File: src/rtl/fft_8point_dft_if.sv
// fft_8point_dft_if: AXI4-Stream bundle (tvalid/tready/tdata/tkeep/tstrb/tlast/tuser) with master and slave views
interface fft_8point_dft_if #(
  parameter int DW = 64,
  parameter int UW = 1
);
  logic tvalid;
  logic tready;
  logic [DW-1:0] tdata;
  logic [DW/8-1:0] tkeep;
  logic [DW/8-1:0] tstrb;
  logic tlast;
  logic [UW-1:0] tuser;
  modport master (output tvalid, tdata, tkeep, tstrb, tlast, tuser, input tready);
  modport slave (input tvalid, tdata, tkeep, tstrb, tlast, tuser, output tready);
endinterface

File: src/rtl/fft_8point_dft.sv
// fft_8point_dft: 8-point DIF FFT; s_axis 8 x int8 samples in, m_axis 8 x (int32 re, int32 im) bins out, 4-register pipeline with one global stall
module fft_8point_dft #(
  parameter int C_AXIS_TDATA_WIDTH = 64,
  parameter int C_AXIS_TOUT_WIDTH = 512,
  parameter int C_AXIS_TUSER_WIDTH = 1
) (
  input logic s_axis_aclk,
  input logic s_axis_areset,
  fft_8point_dft_if.slave s_axis,
  fft_8point_dft_if.master m_axis
);
  typedef logic signed [31:0] w_t;
  localparam w_t C = 32'sd23170;
  logic en;
  logic unused_ok;
  logic [3:0] v_q, v_d, l_q, l_d;
  logic [C_AXIS_TUSER_WIDTH-1:0] u_q [4];
  logic [C_AXIS_TUSER_WIDTH-1:0] u_d [4];
  w_t x_q [8];
  w_t x_d [8];
  w_t a_q [4];
  w_t a_d [4];
  w_t br_q [4];
  w_t br_d [4];
  w_t bi_q [4];
  w_t bi_d [4];
  w_t er_q [4];
  w_t er_d [4];
  w_t ei_q [4];
  w_t ei_d [4];
  w_t fr_q [4];
  w_t fr_d [4];
  w_t fi_q [4];
  w_t fi_d [4];
  w_t xr_q [8];
  w_t xr_d [8];
  w_t xi_q [8];
  w_t xi_d [8];
  w_t d [4];
  w_t p1, p3;
  assign en = ~(v_q[3] & ~m_axis.tready);
  assign s_axis.tready = en;
  assign m_axis.tvalid = v_q[3];
  assign m_axis.tlast = l_q[3];
  assign m_axis.tuser = u_q[3];
  assign m_axis.tkeep = '1;
  assign m_axis.tstrb = '1;
  assign unused_ok = ^{s_axis.tkeep, s_axis.tstrb};
  always_comb begin
    v_d = {v_q[2:0], s_axis.tvalid};
    l_d = {l_q[2:0], s_axis.tlast};
    u_d = '{s_axis.tuser, u_q[0], u_q[1], u_q[2]};
    for (int k = 0; k < C_AXIS_TDATA_WIDTH / 8; k++)
      x_d[k] = {{24{s_axis.tdata[8*k+7]}}, s_axis.tdata[8*k +: 8]};
    for (int k = 0; k < 4; k++) begin
      a_d[k] = x_q[k] + x_q[k+4];
      d[k] = x_q[k] - x_q[k+4];
    end
    p1 = (d[1] * C) >>> 15;
    p3 = (d[3] * C) >>> 15;
    br_d = '{d[0], p1, 32'sd0, -p3};
    bi_d = '{32'sd0, -p1, -d[2], -p3};
    er_d = '{a_q[0] + a_q[2], a_q[1] + a_q[3], a_q[0] - a_q[2], 32'sd0};
    ei_d = '{32'sd0, 32'sd0, 32'sd0, a_q[3] - a_q[1]};
    fr_d = '{br_q[0] + br_q[2], br_q[1] + br_q[3], br_q[0] - br_q[2], bi_q[1] - bi_q[3]};
    fi_d = '{bi_q[0] + bi_q[2], bi_q[1] + bi_q[3], bi_q[0] - bi_q[2], br_q[3] - br_q[1]};
    for (int m = 0; m < 2; m++) begin
      xr_d[2*m] = er_q[2*m] + er_q[2*m+1];
      xi_d[2*m] = ei_q[2*m] + ei_q[2*m+1];
      xr_d[2*m+4] = er_q[2*m] - er_q[2*m+1];
      xi_d[2*m+4] = ei_q[2*m] - ei_q[2*m+1];
      xr_d[2*m+1] = fr_q[2*m] + fr_q[2*m+1];
      xi_d[2*m+1] = fi_q[2*m] + fi_q[2*m+1];
      xr_d[2*m+5] = fr_q[2*m] - fr_q[2*m+1];
      xi_d[2*m+5] = fi_q[2*m] - fi_q[2*m+1];
    end
  end
  always_comb begin
    m_axis.tdata = '0;
    for (int k = 0; k < C_AXIS_TOUT_WIDTH / 64; k++)
      m_axis.tdata[64*k +: 64] = {xr_q[k], xi_q[k]};
  end
  always_ff @(posedge s_axis_aclk or negedge s_axis_areset) begin
    if (!s_axis_areset) begin
      v_q <= '0;
      l_q <= '0;
      u_q <= '{default: '0};
      x_q <= '{default: '0};
      a_q <= '{default: '0};
      br_q <= '{default: '0};
      bi_q <= '{default: '0};
      er_q <= '{default: '0};
      ei_q <= '{default: '0};
      fr_q <= '{default: '0};
      fi_q <= '{default: '0};
      xr_q <= '{default: '0};
      xi_q <= '{default: '0};
    end else if (en) begin
      v_q <= v_d;
      l_q <= l_d;
      u_q <= u_d;
      x_q <= x_d;
      a_q <= a_d;
      br_q <= br_d;
      bi_q <= bi_d;
      er_q <= er_d;
      ei_q <= ei_d;
      fr_q <= fr_d;
      fi_q <= fi_d;
      xr_q <= xr_d;
      xi_q <= xi_d;
    end
  end
endmodule

File: src/flat_wrapper.sv
// flat-port wrapper written by rule: the top's interface ports become plain ports
module fft_8point_dft_flat 
#(
  parameter int C_AXIS_TDATA_WIDTH = 64,
  parameter int C_AXIS_TOUT_WIDTH = 512,
  parameter int C_AXIS_TUSER_WIDTH = 1
)
  (s_axis_aclk, s_axis_areset, s_axis_tvalid, s_axis_tdata, s_axis_tkeep, s_axis_tstrb, s_axis_tlast, s_axis_tuser, s_axis_tready, m_axis_tvalid, m_axis_tdata, m_axis_tkeep, m_axis_tstrb, m_axis_tlast, m_axis_tuser, m_axis_tready);
  fft_8point_dft_if #(.DW(64), .UW(1)) s_axis_i ();
  fft_8point_dft_if #(.DW(512), .UW(1)) m_axis_i ();
  input logic s_axis_aclk;
  input logic s_axis_areset;
  input wire logic [$bits(s_axis_i.tvalid)-1:0] s_axis_tvalid;
  input wire logic [$bits(s_axis_i.tdata)-1:0] s_axis_tdata;
  input wire logic [$bits(s_axis_i.tkeep)-1:0] s_axis_tkeep;
  input wire logic [$bits(s_axis_i.tstrb)-1:0] s_axis_tstrb;
  input wire logic [$bits(s_axis_i.tlast)-1:0] s_axis_tlast;
  input wire logic [$bits(s_axis_i.tuser)-1:0] s_axis_tuser;
  output wire logic [$bits(s_axis_i.tready)-1:0] s_axis_tready;
  output wire logic [$bits(m_axis_i.tvalid)-1:0] m_axis_tvalid;
  output wire logic [$bits(m_axis_i.tdata)-1:0] m_axis_tdata;
  output wire logic [$bits(m_axis_i.tkeep)-1:0] m_axis_tkeep;
  output wire logic [$bits(m_axis_i.tstrb)-1:0] m_axis_tstrb;
  output wire logic [$bits(m_axis_i.tlast)-1:0] m_axis_tlast;
  output wire logic [$bits(m_axis_i.tuser)-1:0] m_axis_tuser;
  input wire logic [$bits(m_axis_i.tready)-1:0] m_axis_tready;
  assign s_axis_i.tvalid = s_axis_tvalid;
  assign s_axis_i.tdata = s_axis_tdata;
  assign s_axis_i.tkeep = s_axis_tkeep;
  assign s_axis_i.tstrb = s_axis_tstrb;
  assign s_axis_i.tlast = s_axis_tlast;
  assign s_axis_i.tuser = s_axis_tuser;
  assign s_axis_tready = s_axis_i.tready;
  assign m_axis_tvalid = m_axis_i.tvalid;
  assign m_axis_tdata = m_axis_i.tdata;
  assign m_axis_tkeep = m_axis_i.tkeep;
  assign m_axis_tstrb = m_axis_i.tstrb;
  assign m_axis_tlast = m_axis_i.tlast;
  assign m_axis_tuser = m_axis_i.tuser;
  assign m_axis_i.tready = m_axis_tready;
  fft_8point_dft #(.C_AXIS_TDATA_WIDTH(C_AXIS_TDATA_WIDTH), .C_AXIS_TOUT_WIDTH(C_AXIS_TOUT_WIDTH), .C_AXIS_TUSER_WIDTH(C_AXIS_TUSER_WIDTH)) u_core (.s_axis_aclk(s_axis_aclk), .s_axis_areset(s_axis_areset), .s_axis(s_axis_i), .m_axis(m_axis_i));
endmodule
File: config.mk
export PLATFORM = sky130hd
export DESIGN_NAME = fft_8point_dft_flat
export DESIGN_NICKNAME = d
export VERILOG_FILES = /design/src/rtl/fft_8point_dft_if.sv /design/src/rtl/fft_8point_dft.sv /design/src/flat_wrapper.sv
export SDC_FILE = /design/constraint.sdc
export NUM_CORES = 2
export LEC_CHECK = 0
export CAP_MARGIN = 20
export CORE_ASPECT_RATIO = 0.7
export CORE_MARGIN = 5
export CORE_UTILIZATION = 45
export DETAILED_ROUTE_END_ITERATION = 7
export PLACE_DENSITY = 0.67
export SLEW_MARGIN = 20
export SYNTH_ARGS = -nofsm -noshare
export SYNTH_HDL_FRONTEND = slang
export SYNTH_SLANG_ARGS = --single-unit
File: constraint.sdc
create_clock -name s_axis_aclk -period 8.7 [get_ports s_axis_aclk]
set_input_delay 0.87 -clock s_axis_aclk [delete_from_list [all_inputs] [get_ports s_axis_aclk]]
set_output_delay 0.87 -clock s_axis_aclk [all_outputs]
set_load 0.005 [all_outputs]
==> qor.csv <==
stage,metric,value,unit
die,Ports,730,
clocking,clk slew on worst S/H paths,60,ps
die,# rows,118,
global_routing,remaining global-route overflow,0,
clocking,hold-fix buffer count after cts,0,
synthesis,Simple-Gate Fraction of Synth Area,15.9,%
clocking,post-CTS setup buffers,0,
global_routing,largest net degree at the start of global routing,203,
sta,fmax,0.125,GHz
place,gpl congestion,0.972,
synthesis,leading area contributor after synthesis,dfrtp_1,
critical_path,worst path required time,9350,ps
critical_path,kind of cell adding the most delay to the critical path,adder cells,
clocking,PostCTS Resize Cnt,0,
clocking,root buf cell,clkbuf_16,
sta,# setup viols final,0,
synthesis,syn avg cell area,8.46,sq um
synthesis,Cell variety after synth,94,
routing,1st-iter DRT viols,5253,
die,initial core utilization,45.4,%
clocking,TritonCTS clock tree,done,
critical_path,slowest CP cell,xnor2_2,
global_routing,number of global-route vias before repair,52317,
routing,1st-pass router iterations,8,
clocking,clock buffer count from CTS,101,
place,post-DP HPWL,165,mm
routing,remaining antenna violation count,0,
routing,via/cell ratio,5.46,
die,die width,472,um
synthesis,"Cell Area, Synth",67300,sq um
status,run status,finished clean,
finish,Finished Layout Cells,10267,
place,I/O Buffers,521,
routing,drt drc,0,
finish,fraction of layout cells with a size suffix above 1,3.40,%
sta,RSZ-0062 raised after global routing,no,
synthesis,post-synthesis register bit count,945,
sta,Slew HR,21.3,%
finish,NumNets Final,9067,
synthesis,Compound-Gate Fraction of Synth Area,18.1,%
routing,routed len/inst,20.5,um
place,Placed Cells,10079,
sta,Final period util,92.3,%
routing,WL final,210,mm
synthesis,main combinational cell family by area after synthesis,compound AO/OA/AOI/OAI gates,
routing,vias,56101,
sta,actual slew at the worst max-slew pin,1170,ps
finish,"commonest non-fill, non-tap cell in the layout",nand2_1,
sta,Final Max Slew Viols,0,
synthesis,Post-synth EDFFs,0,
synthesis,Synth Area in Adders,15.9,%
synthesis,post-synthesis sequential area ratio,35.1,%
critical_path,CP endpoint kind,flop,
flow_run,Max Cap Violations,0,
critical_path,type of origin of the critical path,flop,
sta,setup TNS,0,ps
critical_path,Worst Path Buf+Inv,5,
critical_path,critical path launch point,u_core.x_q[65],
clocking,Skew-Pair Late Insertion Delay,770,ps
synthesis,Syn Inst Count,7958,
sta,"Hold Vio Cnt, Final",0,
synthesis,top cell type's share of synthesized area,35.1,%
synthesis,Main synth FF type,dfrtp_1,
synthesis,asr flop ratio synth,100,%
critical_path,Worst EP arrival,8680,ps
die,Die ar.,158000,sq um
sta,Setup Skew,41.8,ps
finish,most frequent cells in the layout,"1059 x nand2_1, 943 x dfrtp_1, 782 x a21oi_1",
critical_path,Worst Setup Path Type,flop to flop,
synthesis,multiplexer share of the synthesized area,0.338,%
finish,Area growth syn-to-layout,13.5,%
die,total core area,148000,sq um
global_routing,initial antenna violation count,13,
synthesis,"Warnings, synthesis",0,
clocking,# clock sinks,945,
critical_path,worst-path fanout max,16,
die,Die Height,334,um
clocking,H-Tree Depth,3,
global_routing,first-pass GRT wire length,321,mm
clocking,Longest Clk Path Bufs,3,
sta,worst hold margin,69.3,ps
synthesis,synth top area cells,"dfrtp_1 35%, ha_1 12%, nand2_1 5.9%, a21oi_1 5.8%, xnor2_1 4.7%",
min_path,Worst Hold Class,input pin to asynchronous set/reset pin,
critical_path,Worst path max stage delay,720,ps
sta,fin crit period,8030,ps
global_routing,Tot GR Track Use,25.8,%
critical_path,r2r startpoint,u_core.x_q[65],
synthesis,xor/xnor share of the synthesized area,6.56,%
==> logic make-up after synthesis <==
logic type | Yosys count
AO/OA/AOI/OAI | 2026
multiplexers | 22
other | 2
AND/OR/NAND/NOR | 2460
XOR/XNOR | 503
adder cells (fa/ha/maj) | 779
flip-flops | 945
buffers and inverters | 1221
==> layout make-up <==
type | instances | area [sq um]
timing repair buffer | 569 | 5710
multi-input combinational | 5982 | 38900
inverter | 603 | 2270
clock inverter | 41 | 539
antenna | 5 | 12.5
clock buffer | 142 | 2840
tap | 1980 | 2480
sequential | 945 | 23700
fill | 13960 | 71800
==> synthesized netlist by cell type (12+ instances only) <==
cell type / n
ha_1: 656
o31a_1: 15
nor3_1: 128
or2_2: 26
buf_4: 235
o41ai_1: 16
o21a_1: 64
a31oi_1: 48
o31ai_1: 67
fa_1: 123
a221oi_1: 15
a211oi_1: 48
nor2b_1: 71
nor4_1: 46
a21boi_0: 18
o311ai_0: 12
nand2_1: 1059
inv_1: 599
nor2_1: 769
clkbuf_1: 353
mux2i_1: 16
o21ai_1: 20
o211ai_1: 33
and3_1: 37
or3_1: 47
and2_1: 21
nand4_1: 26
xnor2_1: 364
dfrtp_1: 945
a21o_1: 103
or4_1: 22
a21oi_1: 782
nand3_1: 80
xor2_1: 138
o21ai_0: 528
buf_1: 18
o21bai_1: 117
nand2b_1: 86
a211o_1: 29
==> state kept, by name, indices dropped and copies added, names as in the netlist <==
name                 count
u_core.m_axis.tdata    406
u_core.fi_q            125
u_core.er_q             91
u_core.fr_q             71
u_core.x_q              64
u_core.bi_q             63
u_core.br_q             48
u_core.a_q              34
u_core.ei_q             31
u_core.l_q               4
u_core.v_q               4
u_core.u_d               3
u_core.m_axis.tuser      1
==> stage by stage <==
stage               utilization [%]  area, sq um  setup slack [ps]
finish                         51.5        76400               671
global route                   51.5        76400               133
CTS                            51.5        76400               718
detailed placement             49.3        73000               763
global placement               49.3        73000               870
floorplan                         -        68000              1570
==> path summary, 6_finish.rpt <==
| path | end | slack [ps] | depth (start not counted) |
|---|---|---|---|
| worst min-delay path | u_core.m_axis.tdata[489] | 70 | 1 |
| worst max register to register | u_core.bi_q[78] | 670 | 31 |
| worst max-delay path | u_core.bi_q[78] | 670 | 31 |
| max in group asynchronous | u_core.m_axis.tuser | 6510 | 3 |
| worst min register to register | u_core.m_axis.tdata[149] | 470 | 2 |
| min in group s_axis_aclk | u_core.m_axis.tdata[149] | 470 | 2 |
==> layer usage <==
metal	share of wire, %	track usage, %
met5	0	0
met4	2.1	5.19
met3	7.8	5.49
met2	41	36.3
met1	49	40.5
Power is not shown: default switching activity piles up to over one toggle a cycle in this logic, so the estimate is an artifact.
